`src/rtl/jtag_scan_master_if.sv`:
```
// Command/response bundle for jtag_scan_master.
//   master : issues commands (cmd_valid/op/len/data), receives cmd_ready and rsp_*
//   slave  : the scan master itself, accepts commands and returns responses
interface jtag_scan_master_if #(
  parameter int unsigned MAX_LEN = 32,
  parameter int unsigned LEN_W   = 6
);
  logic               cmd_valid;
  logic               cmd_ready;
  logic [1:0]         cmd_op;
  logic [LEN_W-1:0]   cmd_len;
  logic [MAX_LEN-1:0] cmd_data;
  logic               rsp_valid;
  logic               rsp_err;
  logic [MAX_LEN-1:0] rsp_data;

  modport master (
    output cmd_valid, cmd_op, cmd_len, cmd_data,
    input  cmd_ready, rsp_valid, rsp_err, rsp_data
  );

  modport slave (
    input  cmd_valid, cmd_op, cmd_len, cmd_data,
    output cmd_ready, rsp_valid, rsp_err, rsp_data
  );
endinterface

```
`src/rtl/jtag_scan_master.sv`:
```
// JTAG scan master: runs one DR scan, IR scan or TAP reset per accepted command and
// returns the captured TDO bits. Shares tck with the TAP; every register is on posedge.
// Ports:
//   tck, trst   clock and synchronous active-high reset
//   bus         command/response bundle (slave side)
//   tms, tdi    registered pins to the TAP
//   tdo         TAP output, changed by the TAP on negedge
module jtag_scan_master #(
  parameter int unsigned MAX_LEN = 32,
  parameter int unsigned LEN_W   = 6
) (
  input  logic              tck,
  input  logic              trst,
  jtag_scan_master_if.slave bus,
  output logic              tms,
  output logic              tdi,
  input  logic              tdo
);

  // Mirror of the TAP controller; only the states this master ever visits.
  typedef enum logic [3:0] {
    TapInit, TapTlr, TapIdle, TapSelDr, TapSelIr, TapCapture, TapShift, TapExit1, TapUpdate
  } tap_e;

  typedef enum logic [1:0] {OpDr = 2'd0, OpIr = 2'd1, OpReset = 2'd2, OpRsvd = 2'd3} op_e;

  localparam logic [LEN_W-1:0] MaxLen   = LEN_W'(MAX_LEN);
  localparam logic [LEN_W-1:0] One      = LEN_W'(1);
  // Count value at which the fifth consecutive tms=1 is being consumed.
  localparam logic [LEN_W-1:0] OnesLast = LEN_W'(4);

  tap_e               tap_q, tap_d;
  op_e                op_q, op_d;
  logic               tms_q, tms_d;
  logic               tdi_q, tdi_d;
  logic               busy_q, busy_d;
  logic [LEN_W-1:0]   cnt_q, cnt_d;
  logic [MAX_LEN-1:0] data_q, data_d;
  logic [MAX_LEN-1:0] mask_q, mask_d;
  logic [MAX_LEN-1:0] cap_q, cap_d;
  logic               rsp_valid_q, rsp_valid_d;
  logic               rsp_err_q, rsp_err_d;
  logic [MAX_LEN-1:0] rsp_data_q, rsp_data_d;
  logic               cmd_ready;
  logic               cmd_bad;

  assign cmd_ready = (tap_q == TapIdle) && !busy_q && !rsp_valid_q;
  assign cmd_bad   = (bus.cmd_op == OpRsvd) || (bus.cmd_len == '0) || (bus.cmd_len > MaxLen);

  always_comb begin
    tap_d       = tap_q;
    op_d        = op_q;
    tms_d       = 1'b0;
    tdi_d       = 1'b0;
    busy_d      = busy_q;
    cnt_d       = cnt_q;
    data_d      = data_q;
    mask_d      = mask_q;
    cap_d       = cap_q;
    rsp_valid_d = 1'b0;
    rsp_err_d   = rsp_err_q;
    rsp_data_d  = rsp_data_q;

    // The mirror follows the tms value currently on the pin, exactly as the TAP does.
    unique case (tap_q)
      TapInit:    tap_d = (cnt_q == OnesLast) ? TapTlr : TapInit;
      TapTlr:     tap_d = tms_q ? TapTlr : TapIdle;
      TapIdle:    tap_d = tms_q ? TapSelDr : TapIdle;
      TapSelDr:   tap_d = tms_q ? TapSelIr : TapCapture;
      TapSelIr:   tap_d = tms_q ? TapTlr : TapCapture;
      TapCapture: tap_d = tms_q ? TapExit1 : TapShift;
      TapShift:   tap_d = tms_q ? TapExit1 : TapShift;
      TapExit1:   tap_d = TapUpdate; // tms is always 1 here, Pause is never entered
      TapUpdate:  tap_d = tms_q ? TapSelDr : TapIdle;
      default:    tap_d = TapInit;
    endcase

    if (tap_q == TapInit) begin
      // Five ones reach Test-Logic-Reset from any TAP state, then one zero to idle.
      if (cnt_q == OnesLast) begin
        cnt_d = '0;
      end else begin
        tms_d = 1'b1;
        cnt_d = cnt_q + One;
      end
    end else if (!busy_q) begin
      if (cmd_ready && bus.cmd_valid) begin
        if (cmd_bad) begin
          rsp_valid_d = 1'b1;
          rsp_err_d   = 1'b1;
          rsp_data_d  = '0;
        end else begin
          tms_d  = 1'b1;
          busy_d = 1'b1;
          op_d   = op_e'(bus.cmd_op);
          cnt_d  = (bus.cmd_op == OpReset) ? '0 : bus.cmd_len;
          data_d = bus.cmd_data;
          mask_d = MAX_LEN'(1);
          cap_d  = '0;
        end
      end
    end else if (tap_d == TapIdle) begin
      busy_d      = 1'b0;
      rsp_valid_d = 1'b1;
      rsp_err_d   = 1'b0;
      rsp_data_d  = cap_q;
    end else if (op_q == OpReset) begin
      if (cnt_q == OnesLast) begin
        cnt_d = '0;
      end else begin
        tms_d = 1'b1;
        cnt_d = cnt_q + One;
      end
    end else begin
      // The TAP consumes one bit on every edge spent in Shift.
      if (tap_q == TapShift) begin
        if (tdo) begin
          cap_d = cap_q | mask_q;
        end
        mask_d = mask_q << 1;
        data_d = data_q >> 1;
        cnt_d  = cnt_q - One;
      end
      unique case (tap_d)
        TapSelDr: tms_d = (op_q == OpIr);
        TapShift: begin
          tms_d = (cnt_d == One); // last bit leaves Shift
          tdi_d = data_d[0];
        end
        TapExit1: tms_d = 1'b1;
        default:  tms_d = 1'b0;
      endcase
    end
  end

  always_ff @(posedge tck) begin
    if (trst) begin
      tap_q       <= TapInit;
      op_q        <= OpDr;
      tms_q       <= 1'b1;
      tdi_q       <= 1'b0;
      busy_q      <= 1'b0;
      cnt_q       <= '0;
      data_q      <= '0;
      mask_q      <= '0;
      cap_q       <= '0;
      rsp_valid_q <= 1'b0;
      rsp_err_q   <= 1'b0;
      rsp_data_q  <= '0;
    end else begin
      tap_q       <= tap_d;
      op_q        <= op_d;
      tms_q       <= tms_d;
      tdi_q       <= tdi_d;
      busy_q      <= busy_d;
      cnt_q       <= cnt_d;
      data_q      <= data_d;
      mask_q      <= mask_d;
      cap_q       <= cap_d;
      rsp_valid_q <= rsp_valid_d;
      rsp_err_q   <= rsp_err_d;
      rsp_data_q  <= rsp_data_d;
    end
  end

  assign tms           = tms_q;
  assign tdi           = tdi_q;
  assign bus.cmd_ready = cmd_ready;
  assign bus.rsp_valid = rsp_valid_q;
  assign bus.rsp_err   = rsp_err_q;
  assign bus.rsp_data  = rsp_data_q;

endmodule

```
`src/flat_wrapper.sv`:
```
// flat-port wrapper written by rule: the top's interface ports become plain ports
module jtag_scan_master_flat 
#(
  parameter int unsigned MAX_LEN = 32,
  parameter int unsigned LEN_W   = 6
)
  (tck, trst, tms, tdi, tdo, bus_cmd_valid, bus_cmd_op, bus_cmd_len, bus_cmd_data, bus_cmd_ready, bus_rsp_valid, bus_rsp_err, bus_rsp_data);
  jtag_scan_master_if #(.MAX_LEN(MAX_LEN), .LEN_W(LEN_W)) bus_i ();
  input  logic tck;
  input  logic trst;
  output logic tms;
  output logic tdi;
  input  logic tdo;
  input wire logic [$bits(bus_i.cmd_valid)-1:0] bus_cmd_valid;
  input wire logic [$bits(bus_i.cmd_op)-1:0] bus_cmd_op;
  input wire logic [$bits(bus_i.cmd_len)-1:0] bus_cmd_len;
  input wire logic [$bits(bus_i.cmd_data)-1:0] bus_cmd_data;
  output wire logic [$bits(bus_i.cmd_ready)-1:0] bus_cmd_ready;
  output wire logic [$bits(bus_i.rsp_valid)-1:0] bus_rsp_valid;
  output wire logic [$bits(bus_i.rsp_err)-1:0] bus_rsp_err;
  output wire logic [$bits(bus_i.rsp_data)-1:0] bus_rsp_data;
  assign bus_i.cmd_valid = bus_cmd_valid;
  assign bus_i.cmd_op = bus_cmd_op;
  assign bus_i.cmd_len = bus_cmd_len;
  assign bus_i.cmd_data = bus_cmd_data;
  assign bus_cmd_ready = bus_i.cmd_ready;
  assign bus_rsp_valid = bus_i.rsp_valid;
  assign bus_rsp_err = bus_i.rsp_err;
  assign bus_rsp_data = bus_i.rsp_data;
  jtag_scan_master #(.MAX_LEN(MAX_LEN), .LEN_W(LEN_W)) u_core (.tck(tck), .trst(trst), .bus(bus_i), .tms(tms), .tdi(tdi), .tdo(tdo));
endmodule
```
`config.mk`:
```
export PLATFORM = sky130hd
export DESIGN_NAME = jtag_scan_master_flat
export DESIGN_NICKNAME = d
export VERILOG_FILES = /design/src/rtl/jtag_scan_master_if.sv /design/src/rtl/jtag_scan_master.sv /design/src/flat_wrapper.sv
export SDC_FILE = /design/constraint.sdc
export NUM_CORES = 1
export LEC_CHECK = 0
export CAP_MARGIN = 20
export CORE_UTILIZATION = 45
export CTS_CLUSTER_SIZE = 25
export DETAILED_ROUTE_END_ITERATION = 8
export PLACE_DENSITY = 0.66
export REMOVE_ABC_BUFFERS = 1
export SETUP_SLACK_MARGIN = 0.15
export SLEW_MARGIN = 15
export SYNTH_ARGS = -nofsm -noshare
export SYNTH_HDL_FRONTEND = slang
export SYNTH_SLANG_ARGS = --single-unit
```
`constraint.sdc`:
```
create_clock -name tck -period 2.8 [get_ports tck]
set_input_delay 0.28 -clock tck [delete_from_list [all_inputs] [get_ports tck]]
set_output_delay 0.28 -clock tck [all_outputs]
set_load 0.02 [all_outputs]
```
**Word-level counts from Yosys, hierarchy flattened**

Index checks and enable logic that the tools add are counted.

- Input bits: 44
- Word-level logic and storage cells: 130
- Flip-flop bits (word level): 145
- Output and inout port bits: 37

- Order comparisons: 1
- Add/subtract/negate cells: 2
- Bitwise operators: 5
- Equal/unequal tests: 26
- Reductions and logical operators: 22
- Multiplexer cells: 61

Operator list:

| operator | count |
|---|---|
| 32-bit two-way mux | 23 |
| 6-bit two-way mux | 13 |
| 32-bit bitwise OR | 1 |
| 4-bit one-hot mux with 7 select lines | 1 |
| 4-bit by 3-bit equality test with 1-bit output (second input constant) | 6 |
| 1-bit two-way mux | 21 |
| 4-bit by 2-bit equality test with 1-bit output (second input constant) | 4 |
| 2-bit != test (second input constant) | 5 |
| 4-bit AND reduction | 2 |
| 7-bit AND reduction | 1 |
| 6-bit by 1-bit adder with 6-bit output (second input constant) | 1 |
| 2-bit equality test (second input constant) | 3 |
| 6-bit by 1-bit equality test with 1-bit output (second input constant) | 1 |
| 6-bit by 3-bit equality test with 1-bit output (second input constant) | 1 |
| 6-bit > comparator (second input constant) | 1 |
| 6-bit logical NOT | 1 |
| 6-bit AND reduction | 1 |
| 2-bit OR reduction | 3 |
| 6-bit OR reduction | 1 |
| 6-bit by 1-bit subtractor with 6-bit output (second input constant) | 1 |
| 5-bit AND reduction | 1 |
| 4-bit by 1-bit equality test with 1-bit output (second input constant) | 1 |
| 4-bit equality test (second input constant) | 1 |
| 4-bit logical NOT | 1 |
| 14 further kinds | 22 |

**Depth between registers and ports, before layout**

- Depth after elaboration: 13
- Depth in mapped cells: 9
- Mapped depth without buffers: 7

**Worst setup path after synthesis**

OpenSTA, ideal clock, no wires.

- Path kind: input-to-reg
- From: in bus_cmd_len[3]
- To: reg u_core.data_q[7]
- Path slack: 554 ps
- Cell stages on the path: 7
- Path buffers: 2
- Arrival time: 2125 ps
- Library setup time: 121 ps
- Data required time: 2679 ps
- Cell sequence: or4_4 o21a_1 or3_1 buf_6 a21o_1 buf_6 mux2_4

- Word-level cells in the longest chain between the ends: 5
- Elaborated cells on any way between the ends: 6
- Classes of those cells: 1 x order compare; 1 x eq/ne; 4 x reduce/logical

Ends and longest elaborated chain:

| element | line | RTL |
|---|---|---|
| start: declaration | flat_wrapper.sv:16 | `input wire logic [$bits(bus_i.cmd_len)-1:0] bus_cmd_len;` |
| branches (longest 2 deep; another with 6-bit > comparator) | n/a |  |
| 1-bit logical OR * | jtag_scan_master.sv:48 | `assign cmd_bad = (bus.cmd_op == OpRsvd) \|\| (bus.cmd_len == '0) \|\| (bus.cmd_len > MaxLen);` |
| 2-bit by 1-bit != test with 1-bit output (no source line) * | n/a |  |
| 6-bit AND reduction (no source line) * | n/a |  |
| end signal: assignment | jtag_scan_master.sv:157 | `data_q <= data_d;` |
| end: declaration | jtag_scan_master.sv:38 | `logic [MAX_LEN-1:0] data_q, data_d;` |

Every way passes the cells marked *.
A chain may end at the register's enable or synchronous reset.

**Worst setup path in the final report**

- From: in bus_cmd_len[3]
- To: reg u_core.mask_q[11]

- Word-level cells in the longest chain between the ends: 5
- Elaborated cells on any way between the ends: 6
- Classes of those cells: 1 x order compare; 1 x eq/ne; 4 x reduce/logical

Ends and longest elaborated chain:

| element | line | RTL |
|---|---|---|
| branches (longest 2 deep; another with 6-bit > comparator) | n/a |  |
| 1-bit logical OR * | jtag_scan_master.sv:48 |  |
| 2-bit by 1-bit != test with 1-bit output (no source line) * | n/a |  |
| 6-bit AND reduction (no source line) * | n/a |  |
| end signal: assignment | jtag_scan_master.sv:158 | `mask_q <= mask_d;` |
| end: declaration | jtag_scan_master.sv:39 | `logic [MAX_LEN-1:0] mask_q, mask_d;` |

Marked as above.

==> impl_summary.md <==
STA
The maximum operating frequency is 405 MHz. At the pin with the least slew margin, the transition time is 706 ps. Setup repair after global routing left no endpoint under its margin. Final hold analysis gives a worst-case slack of 259 ps. The ratio of final minimum period to clock period is 0.881. In this run the tightest slew margin relative to its limit is 0.523.

The final count of pins violating max slew is 0. Clock skew on the completed layout was measured at 10.1 ps. Setup violations remaining at the end of the flow were counted as 0. Subtracting the final worst setup slack from the clock period gives 2470 ps. Once routing completed, OpenROAD measured the worst setup slack at 333 ps. The total count of hold-check failures in the final report is 0.

Worst hold path
The worst hold path cell count is 3. The hold path startpoint is trst. The worst hold-check path type is input pin to flip-flop.

Drt
Summed over all layers, the routed wires come to 17500 um. The routed length per placed instance is 16.9 um. The number of antenna-violating nets in the routed design is 0.

The detailed router finished its first iteration with 503 violations. The number of vias per cell is 5.83. The remaining design rule violation count is 5. Across all layers, the routed design uses 6027 vias.

The first detailed-routing pass ran for 7 iterations.

Floorplan
The core region is 14700 um^2. The top-level port count is 81. For this configuration, the core starts out at a cell density of 0.467. The width of the chip is 125 um. The standard-cell row count is 44. Measured along the y axis, the die boundary spans 125 um. The die covers 15700 um^2.

Worst setup path
The worst setup path is of the input pin to flip-flop kind. The highest net fanout along the worst path is 15. The startpoint of the most critical setup path is bus_cmd_len[3]. The critical path launch point type is an input pin. The path depth of the worst reg2reg path is 7. The worst setup path is captured at a flip-flop. The worst endpoint required time is 3130 ps. The data arrival time of the critical path is 2790 ps. The start of the worst register-to-register path is u_core.tap_q[2]$_SDFF_PP0_.

Clocking
The clock-pin transition on the worst setup and hold timing paths is 60 ps. The number of resized instances in the post-cts repair step is 0. The clock net sink count is 145. CTS placed an instance of sky130_fd_sc_hd__clkbuf_16 at the clock tree root.

Clock latency on the worst-skew pair, taken at its later pin, is 420 ps. After clock tree synthesis, the flow added hold-fix buffers numbering 0. Once the clock tree was built, the setup fixing pass inserted 0 buffers. TritonCTS built the clock tree. The number of buffers on the longest clock path is 2. Clock tree synthesis inserted a total of 17 buffers. The count of H-tree levels built during CTS is 4.

GRT
For this run, the total global-route usage over all layers was measured as 0.227. The number of global-route vias before repair is 5799. The number of antenna violations at the first check in global routing was 0. After global routing the overflow that remains totals 0. The wire length of the first global-routing pass is 29000 um. Entering global routing, the biggest net connects 67 pins.

Synth
The cell type with the highest aggregate area in the netlist is sky130_fd_sc_hd__dfxtp_1. Summing every instance area after synthesis gives 6860 um^2. The post-synthesis cell type count is 64. Yosys mapped a number of flops with a built-in enable equal to 0. Yosys attributes the largest share of cell area to sky130_fd_sc_hd__dfxtp_1 (42%), sky130_fd_sc_hd__a211oi_1 (10%), sky130_fd_sc_hd__nand2_1 (6.5%). The post-synthesis instance total is 784. Of the post-synthesis cell area, the dominant cell type holds 0.423. During synthesis, Yosys emitted a total of 0 warnings. The share of the Yosys chip area taken by registers is 0.423. The synthesized flop and latch total is 145. The primary flip-flop cell chosen by synthesis mapping is sky130_fd_sc_hd__dfxtp_1. The share of flip-flops with an asynchronous set or reset after synthesis is 0. The average instance in the mapped netlist occupies 8.75 um^2.

Power and ir drop
The internal power summed over all cells is 3910 uW. In this run the static leakage power is 0.00269 uW. The clock share of power is 0.419. Of the total power, the share spent switching nets is 0.297. The power per unit of standard cell area is 657 nW/um^2. Of the total power, combinational logic draws 0.186.

In this run the power spent charging and discharging nets is 1650 uW. Of the total power, registers draw 0.396. Across the VDD grid, the largest voltage drop is 0.402 mV. The design draws 5560 uW.

Placed design
The cell count after placement is 1003. The placer's final routability congestion estimate is 0.853. The worst setup timing slack at the placement stage is -52.5 ps. The quantity of I/O buffers inserted on ports is 80. The total half-perimeter wirelength after legalization and detailed placement is 11100 um.

Status
The checks that failed: design-rule violations. The flow ran to the end, but the final reports show violations.

Final layout
The top cell types in the final layout, fill and taps aside, are sky130_fd_sc_hd__dfxtp_1 (144), sky130_fd_sc_hd__nand2_1 (117), sky130_fd_sc_hd__a211oi_1 (94). The number of antenna diodes in the final layout is 0. The most common library cell in the layout ignoring fill and taps is sky130_fd_sc_hd__dfxtp_1. The area added between synthesis and finish is 23.4%. The net count of the finished layout is 885. Of the cells placed in the final design, the portion with a size suffix greater than 1 is 0.0976.

The final non-filler cell total is 1034.

Job
The count of max-cap constraint violations is 0.
==> cell usage after synthesis, types with 5 or more instances <==
master / count
sky130_fd_sc_hd__nor3_1: 5
sky130_fd_sc_hd__o21a_1: 34
sky130_fd_sc_hd__nand2b_1: 6
sky130_fd_sc_hd__nor4_1: 5
sky130_fd_sc_hd__inv_1: 40
sky130_fd_sc_hd__buf_6: 9
sky130_fd_sc_hd__a22o_1: 31
sky130_fd_sc_hd__a221oi_1: 5
sky130_fd_sc_hd__a21oi_1: 14
sky130_fd_sc_hd__nand3_1: 39
sky130_fd_sc_hd__dfxtp_1: 145
sky130_fd_sc_hd__a211oi_1: 94
sky130_fd_sc_hd__mux2i_1: 35
sky130_fd_sc_hd__o2bb2ai_1: 30
sky130_fd_sc_hd__nor2_1: 15
sky130_fd_sc_hd__clkbuf_1: 65
sky130_fd_sc_hd__o21ai_0: 12
sky130_fd_sc_hd__nand2_1: 118
==> cell families after synthesis <==
kind of cell | share of synthesized area
compound gates | 0.288
simple gates | 0.147
flops | 0.423
buf+inv | 0.0771
mux | 0.0533
xor+xnor | 0.00638
fa+ha+maj | 0.00547
==> through the flow <==
step	area, um^2	TNS, ps	util
3_5_place_dp	7860	-136	0.535
4_1_cts	8470	0	0.576
5_1_grt	8470	0	0.576
3_3_place_gp	7860	-2.70	0.535
6_report	8470	0	0.576
2_1_floorplan	6490	-236630	-
==> sequential cells by signal (all words and copies together), names as in the netlist <==
signal	count
u_core.cap_q	32
u_core.bus.rsp_data	32
u_core.op_q	2
u_core.mask_q	32
u_core.bus.rsp_valid	1
u_core.busy_q	1
u_core.tms	1
u_core.bus.rsp_err	1
u_core.data_q	32
u_core.tap_q	4
u_core.tdi	1
u_core.cnt_q	6
==> power by group through the flow <==
| stage | logic (uW) | clock network (uW) | registers (uW) |
|---|---|---|---|
| after global placement | 1010 | 0 | 2240 |
| after detailed placement | 1020 | 0 | 2240 |
| after global routing | 1130 | 2460 | 2210 |
| after floorplan | 569 | 0 | 2290 |
| after CTS | 1030 | 2370 | 2200 |
| final | 1030 | 2330 | 2200 |
==> worst paths after layout <==
check                                                       to  slack, ps
worst max-delay path            u_core.mask_q[11]$_SDFFE_PP0P_        330
worst min-delay path              u_core.cnt_q[4]$_SDFFE_PP0P_        260
worst max register to register  u_core.mask_q[11]$_SDFFE_PP0P_        370
worst min register to register  u_core.data_q[10]$_SDFFE_PP0P_        460
==> layout make-up <==
type,count,area (um^2)
Fill cell,1330,6230
Multi-Input combinational cell,518,3440
Sequential cell,145,2900
Timing Repair Buffer,114,1130
Clock buffer,17,425
Tap cell,184,230
Clock inverter,14,178
Inverter,42,158
==> per-layer routing <==
layer / track usage / vias to the layer above / wire [um]
li1: - / 2956 / -
met4: 0.0746 / 0 / 248
met3: 0.0496 / 24 / 940
met2: 0.358 / 172 / 8060
met5: 0 / - / 0
met1: 0.307 / 2875 / 8200
==> critical path: stages <==
cell and delay, ps:
sky130_fd_sc_hd__clkdlybuf4s50_1 430, sky130_fd_sc_hd__or4_4 550, sky130_fd_sc_hd__o21a_1 190, sky130_fd_sc_hd__or3_2 490, sky130_fd_sc_hd__buf_4 190, sky130_fd_sc_hd__a21oi_4 200, sky130_fd_sc_hd__buf_12 190, sky130_fd_sc_hd__mux2i_1 260
(Power assumes the default switching activity.)
